**config.mk**
```make
export PLATFORM = sky130hd
export DESIGN_NAME = wb_scoreboard_flat
export DESIGN_NICKNAME = d
export VERILOG_FILES = /design/src/rtl/cpu_pkg.sv /design/src/rtl/wb_scoreboard_if.sv /design/src/rtl/wb_scoreboard_bits.sv /design/src/rtl/wb_scoreboard.sv /design/src/flat_wrapper.sv
export SDC_FILE = /design/constraint.sdc
export NUM_CORES = 1
export LEC_CHECK = 0
export CAP_MARGIN = 10
export CORE_ASPECT_RATIO = 0.5
export CORE_UTILIZATION = 45
export CTS_BUF_LIST = sky130_fd_sc_hd__clkbuf_8
export CTS_CLUSTER_DIAMETER = 200
export DETAILED_ROUTE_END_ITERATION = 16
export GPL_ROUTABILITY_DRIVEN = 0
export PLACE_DENSITY = 0.82
export SETUP_SLACK_MARGIN = 0.02
export SLEW_MARGIN = 20
export SYNTH_ARGS = -nofsm -noshare
export SYNTH_HDL_FRONTEND = slang
export SYNTH_SLANG_ARGS = --single-unit
```
**constraint.sdc**
```tcl
create_clock -name clk_i -period 8.22 [get_ports clk_i]
set_input_delay 1.233 -clock clk_i [delete_from_list [all_inputs] [get_ports clk_i]]
set_output_delay 1.233 -clock clk_i [all_outputs]
set_load 0.05 [all_outputs]
```
**src/rtl/cpu_pkg.sv**
```systemverilog
// Shared CPU constants and the writeback request record used by the writeback unit.
package cpu_pkg;

    localparam int unsigned NumRegs      = 32;
    localparam int unsigned DataWidth    = 32;
    localparam int unsigned AddressWidth = 5;

    typedef logic [AddressWidth-1:0] reg_idx_t;
    typedef logic [DataWidth-1:0]    data_t;

    typedef struct packed {
        logic     valid;
        reg_idx_t rd;
        data_t    data;
    } wb_req_t;

endpackage

```
**src/rtl/wb_scoreboard_if.sv**
```systemverilog
// Valid/ready memory result stream feeding the writeback unit.
interface wb_scoreboard_if;
    import cpu_pkg::*;

    logic     valid;
    logic     ready;
    reg_idx_t rd;
    data_t    data;

    modport master (output valid, rd, data, input ready);
    modport slave  (input valid, rd, data, output ready);
endinterface

```
**src/rtl/wb_scoreboard_bits.sv**
```systemverilog
// Pending-write bit vector plus in-flight counter for long-latency destinations.
module scoreboard_bits
    import cpu_pkg::*;
#(
    parameter  int unsigned MaxOutstanding = 4,
    localparam int unsigned CntW           = $clog2(MaxOutstanding + 1)
) (
    input  logic            clk_i,
    input  logic            rst_i,
    input  logic            set_en_i,
    input  reg_idx_t        set_idx_i,
    input  logic            clr_en_i,
    input  reg_idx_t        clr_idx_i,
    input  reg_idx_t        rs1_idx_i,
    input  reg_idx_t        rs2_idx_i,
    output logic            rs1_bit_o,
    output logic            rs2_bit_o,
    output logic            clr_miss_o,
    output logic [CntW-1:0] count_o
);

    logic [NumRegs-1:0] bits_q, bits_d;
    logic [CntW-1:0]    count_q, count_d;
    logic               clr_hit;

    assign clr_hit    = clr_en_i && bits_q[clr_idx_i];
    assign clr_miss_o = clr_en_i && !bits_q[clr_idx_i];
    assign rs1_bit_o  = bits_q[rs1_idx_i];
    assign rs2_bit_o  = bits_q[rs2_idx_i];
    assign count_o    = count_q;

    // NOTE: every always_comb output gets a default first so no path infers a latch.
    always_comb begin
        bits_d  = bits_q;
        count_d = count_q;
        if (clr_hit) bits_d[clr_idx_i] = 1'b0;
        // Set after clear so a same-register reissue keeps its new reservation.
        if (set_en_i) bits_d[set_idx_i] = 1'b1;
        unique case ({set_en_i, clr_hit})
            2'b10:   count_d = count_q + CntW'(1);
            2'b01:   count_d = count_q - CntW'(1);
            default: count_d = count_q;
        endcase
    end

    // NOTE: sequential state uses non-blocking assignments; reset is synchronous.
    always_ff @(posedge clk_i) begin
        if (rst_i) begin
            bits_q  <= '0;
            count_q <= '0;
        end else begin
            bits_q  <= bits_d;
            count_q <= count_d;
        end
    end

endmodule

```
**src/rtl/wb_scoreboard.sv**
```systemverilog
// Writeback unit: ALU/memory arbitration, registered register-file write port and RAW scoreboard.
module wb_scoreboard
    import cpu_pkg::*;
#(
    parameter int unsigned MaxOutstanding = 4
) (
    input  logic                  clk_i,
    input  logic                  rst_i,
    input  logic                  iss_valid_i,
    input  reg_idx_t              iss_rd_i,
    output logic                  iss_ready_o,
    input  logic                  alu_valid_i,
    input  reg_idx_t              alu_rd_i,
    input  data_t                 alu_data_i,
    wb_scoreboard_if.slave        mem,
    input  reg_idx_t              rs1_addr_i,
    input  reg_idx_t              rs2_addr_i,
    output logic                  rs1_busy_o,
    output logic                  rs2_busy_o,
    output logic                  wr_en_o,
    output reg_idx_t              rd_addr_o,
    output data_t                 rd_data_o,
    output logic                  err_o
);

    localparam int unsigned     CntW   = $clog2(MaxOutstanding + 1);
    localparam logic [CntW-1:0] MaxCnt = CntW'(MaxOutstanding);

    logic            mem_fire, iss_fire, clr_miss, rs1_bit, rs2_bit;
    logic [CntW-1:0] count;
    wb_req_t         sel;

    // ALU has strict priority; memory is only accepted on ALU-idle cycles.
    assign mem.ready   = !alu_valid_i;
    assign mem_fire    = mem.valid && mem.ready;
    assign iss_ready_o = (count < MaxCnt);
    assign iss_fire    = iss_valid_i && iss_ready_o;

    scoreboard_bits #(.MaxOutstanding(MaxOutstanding)) u_sb (
        .clk_i      (clk_i),
        .rst_i      (rst_i),
        .set_en_i   (iss_fire && (iss_rd_i != '0)),
        .set_idx_i  (iss_rd_i),
        .clr_en_i   (mem_fire && (mem.rd != '0)),
        .clr_idx_i  (mem.rd),
        .rs1_idx_i  (rs1_addr_i),
        .rs2_idx_i  (rs2_addr_i),
        .rs1_bit_o  (rs1_bit),
        .rs2_bit_o  (rs2_bit),
        .clr_miss_o (clr_miss),
        .count_o    (count)
    );

    always_comb begin
        sel = '0;
        if (alu_valid_i) begin
            sel.valid = 1'b1;
            sel.rd    = alu_rd_i;
            sel.data  = alu_data_i;
        end else if (mem_fire) begin
            sel.valid = 1'b1;
            sel.rd    = mem.rd;
            sel.data  = mem.data;
        end
    end

    always_ff @(posedge clk_i) begin
        if (rst_i) begin
            wr_en_o   <= 1'b0;
            rd_addr_o <= '0;
            rd_data_o <= '0;
            err_o     <= 1'b0;
        end else begin
            wr_en_o <= sel.valid && (sel.rd != '0);
            if (sel.valid) begin
                rd_addr_o <= sel.rd;
                rd_data_o <= sel.data;
            end
            if (clr_miss) err_o <= 1'b1;
        end
    end

    // The register file only sees the write at the next edge, so the pending write counts as busy.
    assign rs1_busy_o = rs1_bit || (wr_en_o && (rd_addr_o == rs1_addr_i) && (rs1_addr_i != '0));
    assign rs2_busy_o = rs2_bit || (wr_en_o && (rd_addr_o == rs2_addr_i) && (rs2_addr_i != '0));

endmodule

```
**src/flat_wrapper.sv**
```systemverilog
// flat-port wrapper written by rule: the top's interface ports become plain ports
module wb_scoreboard_flat import cpu_pkg::*;
#(
    parameter int unsigned MaxOutstanding = 4
)
  (clk_i, rst_i, iss_valid_i, iss_rd_i, iss_ready_o, alu_valid_i, alu_rd_i, alu_data_i, rs1_addr_i, rs2_addr_i, rs1_busy_o, rs2_busy_o, wr_en_o, rd_addr_o, rd_data_o, err_o, mem_valid, mem_rd, mem_data, mem_ready);
  wb_scoreboard_if mem_i ();
  input  logic clk_i;
  input  logic rst_i;
  input  logic iss_valid_i;
  input  reg_idx_t iss_rd_i;
  output logic iss_ready_o;
  input  logic alu_valid_i;
  input  reg_idx_t alu_rd_i;
  input  data_t alu_data_i;
  input  reg_idx_t rs1_addr_i;
  input  reg_idx_t rs2_addr_i;
  output logic rs1_busy_o;
  output logic rs2_busy_o;
  output logic wr_en_o;
  output reg_idx_t rd_addr_o;
  output data_t rd_data_o;
  output logic err_o;
  input wire logic [$bits(mem_i.valid)-1:0] mem_valid;
  input wire logic [$bits(mem_i.rd)-1:0] mem_rd;
  input wire logic [$bits(mem_i.data)-1:0] mem_data;
  output wire logic [$bits(mem_i.ready)-1:0] mem_ready;
  assign mem_i.valid = mem_valid;
  assign mem_i.rd = mem_rd;
  assign mem_i.data = mem_data;
  assign mem_ready = mem_i.ready;
  wb_scoreboard #(.MaxOutstanding(MaxOutstanding)) u_core (.clk_i(clk_i), .rst_i(rst_i), .iss_valid_i(iss_valid_i), .iss_rd_i(iss_rd_i), .iss_ready_o(iss_ready_o), .alu_valid_i(alu_valid_i), .alu_rd_i(alu_rd_i), .alu_data_i(alu_data_i), .mem(mem_i), .rs1_addr_i(rs1_addr_i), .rs2_addr_i(rs2_addr_i), .rs1_busy_o(rs1_busy_o), .rs2_busy_o(rs2_busy_o), .wr_en_o(wr_en_o), .rd_addr_o(rd_addr_o), .rd_data_o(rd_data_o), .err_o(err_o));
endmodule
```
* Word-level counts from Yosys, hierarchy flattened
Cells that the tools add are included.
** Word-level totals
- Flip-flop bits (word level) :: 74
- Word-level logic and storage cells :: 60
- Output and inout port bits :: 43
** Cells by class
- Order comparisons :: 7
- Reduce and logical (&&, ||, !) cells :: 23
- Add/sub/neg operators :: 2
- Multiplexer cells :: 15
- Bitwise logic cells :: 3
- Eq/ne operators :: 4
** Operator list (count)
- $mux W38 :: 2
- $mux W32 :: 2
- $and A32 B32 Y32 :: 1
- $not A32 Y32 :: 1
- $or A32 B32 Y32 :: 1
- $reduce_bool A5 Y1 :: 5
- $lt A5 B6 Y1 const B :: 4
- $bmux W1 S5 :: 3
- $logic_and A1 B1 Y1 :: 13
- $demux W1 S5 :: 2
- $eq A5 B5 Y1 :: 2
- $ge A5 B1 Y1 const B :: 2
- $pmux W3 S2 :: 1
- $mux W1 :: 5
- $add A3 B1 Y3 const B :: 1
- $lt A3 B3 Y1 const B :: 1
- $sub A3 B1 Y3 const B :: 1
- $eq A2 B1 Y1 const B :: 1
- $eq A2 B2 Y1 const B :: 1
- $logic_not A1 Y1 :: 2
- $logic_or A1 B1 Y1 :: 2
- $reduce_bool A2 Y1 :: 1

* Longest topological paths before layout
- Depth in word-level cells :: 9
- Mapped depth :: 14

* Hierarchy
Synthesis repeated with hierarchy kept, for this count alone.
** Unflattened totals
- Cells, all modules :: 520
- Area total of the unflattened synthesis :: 4446.8 um^2
** By module, submodules not included
- scoreboard_bits :: area an instance 2487.4 um^2, instances 1, cells an instance 288
- wb_scoreboard :: area an instance 1959.4 um^2, instances 1, cells an instance 232

* Least setup slack after synthesis
No wires, ideal clock.
- Path kind :: in2out
- Start :: input rs1_addr_i[0]
- End :: output rs1_busy_o
- Path buffers :: 1
- Required time :: 6987 ps
- Stages on the path :: 5
- Arrival :: 2934 ps
- Slack :: 4053 ps
- Path through :: buf_2 -> mux4_2 -> mux4_2 -> a22oi_1 -> o21ai_1
** Between the ends
- Longest elaborated chain between the ends :: 4
- Elaborated cells between the ends (all ways) :: 7
** RTL lines
- start, declared :: line flat_wrapper.sv:16 : input reg_idx_t rs1_addr_i;
- branches (longest 3 deep; another with $bmux W1 S5)
- $logic_or A1 B1 Y1 * :: line wb_scoreboard.sv:84 : assign rs1_busy_o = rs1_bit || (wr_en_o && (rd_addr_o == rs1_addr_i) && (rs1_addr_i != '0));
- end, declared :: line flat_wrapper.sv:18 : output logic rs1_busy_o;
Every way passes the cells marked *. The select of a mux whose other input is x is not followed.

* Final worst setup path
Ends and elaborated chain as after synthesis.

==> flow_summary_export.csv <==
group,metric,value,unit
global_routing,grt_antenna_before_repair,0,
detailed_routing,drt-vias-per-instance,5.84,
power_and_ir_drop,power.density,142,nW/um2
clocking,cts_repair_resized_insts,0,
sta,rsz0062_at_grt,"no",
detailed_routing,drt-wirelength-per-cell,18.5,um
synthesis,post-synth-top-area-cell,"sky130_fd_sc_hd__dfxtp_1",
synthesis,synth_enable_flop_cells,0,
setup_path,worst_r2r_endpoint,"u_core.u_sb.count_o[2]",
power_and_ir_drop,overall_power_consumption,856,uW
sta,maxSlewHeadroom,44.8,%
synthesis,synth.cells.most_frequent,"sky130_fd_sc_hd__nor2_1 (81), sky130_fd_sc_hd__dfxtp_1 (74), sky130_fd_sc_hd__mux2i_1 (49), sky130_fd_sc_hd__a21oi_1 (47), sky130_fd_sc_hd__inv_1 (27)",
job,maxCapViolCount,0,
die,die_width,144,um
sta,layout_min_cycle_time,5.28,ns
synthesis,post_synth_design_cell_area,4510,um2
detailed_routing,number_of_routed_nets_with_antenna_violations,0,
setup_path,criticalPathCategory,"input pin to output port",
global_routing,vias_in_the_first_global_route,3979,
global_routing,grt_pass1_wl,21000,um
global_routing,grt-ovfl-total,0,
sta,timing.final.max_slew_violations,0,
synthesis,yosys.cell_types.count,49,
sta,period_utilization,64.3,%
worst_hold_path,worstHoldPathCells,2,
setup_path,cp-start-kind,"input pin",
clocking,max_root_sink_buffers,2,
synthesis,synthArstFlopShare,0,%
sta,tightest_slew,0.828,ns
sta,hold_viol_final,0,
synthesis,yosys_register_bits,74,
worst_hold_path,min_path_type,"flop to flop",
detailed_routing,route.layer.met1.wl,5470,um
synthesis,seq_area_frac_synth,32.8,%
sta,max_freq,189,MHz
layout,num-fill-cells,834,
clocking,cts.clk_slew.worst_paths,0.07,ns
detailed_routing,drc,0,
power_and_ir_drop,total_leakage_power,0.00215,uW
worst_hold_path,hold_critical_path_endpoint,"u_core.err_o",
detailed_routing,drt_pass1_iterations,5,
synthesis,synth.top_cell.area_share,32.8,%
layout,antenna-diode-count,0,
layout,finish.net_count,715,
setup_path,worst_setup_ep_type,"output port",
synthesis,yosys_most_used_dff,"sky130_fd_sc_hd__dfxtp_1",
clocking,skew_pair_late_insertion_delay,0.36,ns
die,core.rowCount,25,
sta,finalSetupTns,0,ns
detailed_routing,wl,14000,um
clocking,ctsRootBufferMaster,"sky130_fd_sc_hd__clkbuf_8",
setup_path,critical_register_to_register_path_startpoint,"u_core.u_sb.bits_q[17]",
placed_design,hpwlAfterDp,10300,um
clocking,cts-htree-levels,3,
detailed_routing,highest_layer,"met4",
clocking,holdBufCountCts,0,
sta,final_critical_path_setup_slack,2.94,ns
setup_path,reg2reg_slack,5.41,ns
run_status,status,"complete, no violations",
sta,setup_viol_count_final,0,
power_and_ir_drop,power.ir.vdd_worst,80.2,uV
placed_design,number_of_port_buffers,136,
setup_path,rr_worst_depth,11,
detailed_routing,detailedRoute.firstIterationViolations,387,
global_routing,grt_start_max_net_pins,78,
die,die_area,10500,um2
layout,syn_to_final_growth,33.6,%
clocking,post-cts-setup-buffers,0,
die,boundaryPins,137,
clocking,tritoncts,"yes",
detailed_routing,route.vias.total,4423,
synthesis,synth.top_cells.by_area,"sky130_fd_sc_hd__dfxtp_1 (33%), sky130_fd_sc_hd__mux2i_1 (11%), sky130_fd_sc_hd__mux4_2 (10%), sky130_fd_sc_hd__nor2_1 (6.7%), sky130_fd_sc_hd__a21oi_1 (5.2%)",
die,placeableCoreArea,9600,um2
clocking,cts_sinks,74,
placed_design,placement.setup.worst_slack,2.90,ns
synthesis,synthMostInstantiatedCell,"sky130_fd_sc_hd__nor2_1",
detailed_routing,route.met3.wl,1570,um
synthesis,syn-num-nets,601,
die,dieHeight,72.8,um
worst_hold_path,hp-start,"u_core.err_o",
setup_path,crit_required,6.99,ns
setup_path,crit_fanout,9,
global_routing,grt_util_all_layers,26.6,%
sta,skew,0.00339,ns
synthesis,postSynthAreaPerCell,8.94,um2
synthesis,syn-instance-count,505,
detailed_routing,met2_length,6570,um
layout,share_of_layout_cells_above_drive_strength_1,9.15,%
setup_path,crit_arrival,4.05,ns
synthesis,ys_warn_count,0,
die,initial_core_util,47.0,%
clocking,tritoncts.num_buffers,9,
## area by class of cell
type                    instances  area [um2]  area share, %
clock inverters                 6        27.5          0.457
repair buffers                142        1390           23.1
inverters                      29         109           1.81
multi-input cells             363        2730           45.2
flip-flops and latches         74        1480           24.6
well taps                     135         169           2.80
clock buffers                   9         124           2.05
## worst max path at each step
stage,startpoint,endpoint,slack (ns),cells after the start
global placement,rs2_addr_i[0],rs2_busy_o,2.92,6
finish,rs1_addr_i[0],rs1_busy_o,2.94,6
floorplan,rs1_addr_i[0],rs1_busy_o,4.05,5
detailed placement,rs1_addr_i[0],rs1_busy_o,2.90,6
CTS,rs1_addr_i[0],rs1_busy_o,2.89,6
global route,rs1_addr_i[0],rs1_busy_o,2.80,6
## worst max-delay path, cell delays in order
cell and delay, ns:
sky130_fd_sc_hd__clkdlybuf4s50_1 0.83, sky130_fd_sc_hd__mux4_2 0.58, sky130_fd_sc_hd__mux4_2 0.48, sky130_fd_sc_hd__a22oi_1 0.14
sky130_fd_sc_hd__o21ai_1 0.09, sky130_fd_sc_hd__clkdlybuf4s50_1 0.70
## kinds of logic (layout without fill, tap and decap cells)
group | Yosys count | count (layout) | synth area share [%]
flops | 74 | 74 | 32.8
xor+xnor | 10 | 10 | 1.94
compound gates | 124 | 124 | 19.5
fa+ha+maj | 2 | 2 | 0.721
buf+inv | 68 | 186 | 6.76
mux | 71 | 71 | 21.7
simple gates | 156 | 156 | 16.6
## routing by layer
layer  GRT usage [%]  vias up
met5               0        -
met4            10.4        0
met3            9.78       30
met2            44.8      227
met1            31.3     2086
li1                -     2080
## placed cells by master (no fill, tap or decap), types with 3 or more instances in the layout
cell type,instances
sky130_fd_sc_hd__inv_1,29
sky130_fd_sc_hd__a21oi_1,47
sky130_fd_sc_hd__nor2b_1,6
sky130_fd_sc_hd__nor3_1,3
sky130_fd_sc_hd__dfxtp_1,74
sky130_fd_sc_hd__nand2_1,9
sky130_fd_sc_hd__nor2_1,81
sky130_fd_sc_hd__a2111oi_0,4
sky130_fd_sc_hd__clkbuf_8,9
sky130_fd_sc_hd__buf_2,3
sky130_fd_sc_hd__xor2_1,8
sky130_fd_sc_hd__mux2i_1,49
sky130_fd_sc_hd__clkinv_2,4
sky130_fd_sc_hd__clkdlybuf4s50_1,133
sky130_fd_sc_hd__nand3_1,11
sky130_fd_sc_hd__o22ai_1,7
sky130_fd_sc_hd__nand2b_1,21
sky130_fd_sc_hd__mux4_2,21
sky130_fd_sc_hd__or3_1,10
sky130_fd_sc_hd__o21ai_1,6
sky130_fd_sc_hd__a211oi_1,20
sky130_fd_sc_hd__a2111oi_1,6
sky130_fd_sc_hd__o32ai_1,19
sky130_fd_sc_hd__buf_4,6
sky130_fd_sc_hd__or2_2,5
## where the power goes
| part | switching, uW | internal, uW | leakage, uW |
|---|---|---|---|
| logic | 131 | 102 | 0.00146 |
| registers | 12.0 | 375 | 0.000606 |
| clock network | 132 | 103 | 0.0000910 |
| total | 276 | 581 | 0.00215 |
## through the flow
step           hold slack (ns)  area [um2]  util, %  cells
6_report                 0.489        6030     62.8    758
5_1_grt                  0.528        6030     62.8    758
4_1_cts                  0.494        6030     62.8    758
3_5_place_dp             0.477        5880     61.2    743
3_3_place_gp             0.460        5880     61.2    743
2_1_floorplan            0.459        4510        -    505
## registers in the layout, summed over array words and instances (netlist names)
register,cells
u_core.rd_data_o,32
u_core.u_sb.bits_q,32
u_core.rd_addr_o,5
u_core.u_sb.count_o,3
u_core.err_o,1
u_core.wr_en_o,1
Power figures use the tool's default switching activity.
==> variant, RTL diff (same flow settings) <==
Reset style: asynchronous (`rst_i`), changed in 2 clocked blocks.
--- a/src/rtl/wb_scoreboard_bits.sv
+++ b/src/rtl/wb_scoreboard_bits.sv
@@ -45,5 +45,5 @@
 
     // NOTE: sequential state uses non-blocking assignments; reset is synchronous.
-    always_ff @(posedge clk_i) begin
+    always_ff @(posedge clk_i or posedge rst_i) begin
         if (rst_i) begin
             bits_q  <= '0;
--- a/src/rtl/wb_scoreboard.sv
+++ b/src/rtl/wb_scoreboard.sv
@@ -65,5 +65,5 @@
     end
 
-    always_ff @(posedge clk_i) begin
+    always_ff @(posedge clk_i or posedge rst_i) begin
         if (rst_i) begin
             wr_en_o   <= 1'b0;
Function: differs if rst_i is asserted again (counterexample within 4 cycles, from zero or initial values and one cycle with rst_i high); with rst_i held inactive, the same outputs for 4 cycles.
==> variant against the original RTL <==
Non-clock buffer count is 3 lower; cell area is 1.5% higher; wire length is 3.6% lower; sequential cell count stayed put; utilization is 1.6 points higher; worst hold slack worse by 0.028 ns; worst setup slack worse by 0.16 ns; global-route usage is 0.57 points higher; synthesized area is 1.5% lower; critical path type unchanged.
Power is not compared: it rests on default switching activity, and its combinational part moved more than twofold at a synthesized area within 25%.
==> variant: results (changes against the original RTL) <==
[metrics] actual transition at the worst max-transition pin: 0.939 ns (+0.111 ns)
[metrics] share of flip-flops with an asynchronous set or reset after synthesis: 100% (+100 points)
[metrics] routed wire length per instance: 18.3 um (-1.0%)
[metrics] critical register-to-register path endpoint: u_core.u_sb.count_o[2]
[metrics] worst hold-check slack: 0.461 ns (-0.0284 ns)
[metrics] data arrival time of the critical path: 4.21 ns (+0.16 ns)
[metrics] initial antenna violation count: 0 (unchanged)
[metrics] largest net degree at the start of global routing: 77 (-1.3%)
[metrics] Final HPWL DP: 9740 um (-5.2%)
[metrics] total nets after synthesis: 574 (-4.5%)
[metrics] total of buffers placed on input and output ports: 136 (unchanged)
[metrics] peak supply drop: approximately 0.11 mV
[metrics] worst clock skew: 0.00993 ns (+0.00653 ns)
[metrics] critical hold path startpoint: u_core.err_o
[metrics] GRT Total Usage: 27.2% (+0.57 points)
[metrics] dominant cells by area after synthesis: sky130_fd_sc_hd__dfrtp_1 (42%), sky130_fd_sc_hd__mux2i_1 (11%), sky130_fd_sc_hd__nand2_1 (11%), sky130_fd_sc_hd__mux4_2 (10%), sky130_fd_sc_hd__o21ai_0 (7.3%)
[metrics] R2R Path Start: u_core.u_sb.bits_q[15]
[metrics] sequential-to-total area share from yosys stat: 41.7% (+8.8 points)
[metrics] register-to-register setup slack: 5.40 ns (about the same)
[metrics] share of layout cells above drive strength 1: 7.46% (-1.7 points)
[metrics] top post-synthesis cells by count: sky130_fd_sc_hd__nand2_1 (132), sky130_fd_sc_hd__dfrtp_1 (74), sky130_fd_sc_hd__o21ai_0 (65), sky130_fd_sc_hd__mux2i_1 (51), sky130_fd_sc_hd__nor2_1 (22)
[metrics] Placement Cell Area: 5830 um^2 (-0.81%)
[metrics] routed via count: 4100 (-7.3%)
[metrics] worst-case hold path end point: u_core.err_o
[metrics] Iteration-0 DRC Markers: 410 (+5.9%)
[metrics] vias in the first global route: 3972 (-0.18%)
[metrics] overall die area: 10300 um^2 (-1.5%)
[metrics] first-pass GRT wire length: 21000 um (about the same)
[metrics] final net count: 694 (-2.9%)
[metrics] worst hold stages: 1 (-1)
[metrics] distinct cell type count after synthesis: 40 (-18%)
[metrics] Inserted Clock Buffers: 9 (unchanged)
[metrics] outcome: finished clean
-- variant: cell types whose count changed in the layout (fill, tap and decap cells not counted), sizes merged, moves of 9 or more --
| cell | delta |
|---|---|
| inv | -23 |
| o21ai | +64 |
| dfrtp | +74 |
| o32ai | -18 |
| a211oi | -21 |
| or3 | -9 |
| nor2 | -59 |
| nand2b | -12 |
| nand2 | +123 |
| a2111oi | -10 |
| a21oi | -43 |
| dfxtp | -74 |
-- variant: cells by family after synthesis --
| family | Yosys count | synth area share (%) |
|---|---|---|
| buf+inv | 37 | 4.14 |
| xor+xnor | 11 | 2.17 |
| simple gates | 191 | 18.1 |
| flops | 74 | 41.7 |
| compound gates | 90 | 11.1 |
| fa+ha+maj | 2 | 0.732 |
| mux | 73 | 22.1 |
-- variant: worst max-delay path by stage --
stage	endpoint	startpoint
floorplan	rs1_busy_o	rs1_addr_i[0]
global placement	rs1_busy_o	rs1_addr_i[0]
detailed placement	rs1_busy_o	rs1_addr_i[0]
CTS	rs1_busy_o	rs1_addr_i[0]
global route	rs1_busy_o	rs1_addr_i[0]
finish	rs1_busy_o	rs1_addr_i[0]
-- variant: cell type report --
type                    instances  area [um^2]
fillers                       790         3390
multi-input cells             367         2410
flip-flops and latches         74         1850
repair buffers                139         1380
well taps                     135          169
clock buffers                  12          165
clock inverters                 4          120
inverters                       7         26.3
-- variant: routing by layer --
| layer | up-vias | global-route usage [%] | share of wire [%] |
|---|---|---|---|
| li1 | 1897 | - | - |
| met1 | 1967 | 34.7 | 41 |
| met2 | 207 | 44.3 | 47 |
| met3 | 29 | 8.05 | 10 |
| met4 | 0 | 10.4 | 2.2 |
| met5 | - | 0 | 0 |
-- variant: where the power goes --
part           internal (mW)  total (mW)  switching [mW]  leakage (nW)
Clock                  0.257       0.394           0.137         0.143
Sequential             0.452       0.559           0.106         0.906
Combinational          0.230       0.490           0.260          1.54
Total                  0.939        1.44           0.503          2.59
-- variant: metrics by stage --
step / utilization [%] / cells / setup slack [ns]
CTS: 64.3 / 738 / 2.75
global route: 64.3 / 738 / 2.65
global placement: 61.3 / 722 / 2.84
detailed placement: 61.3 / 722 / 2.75
floorplan: - / 478 / 4.05
finish: 64.3 / 738 / 2.78
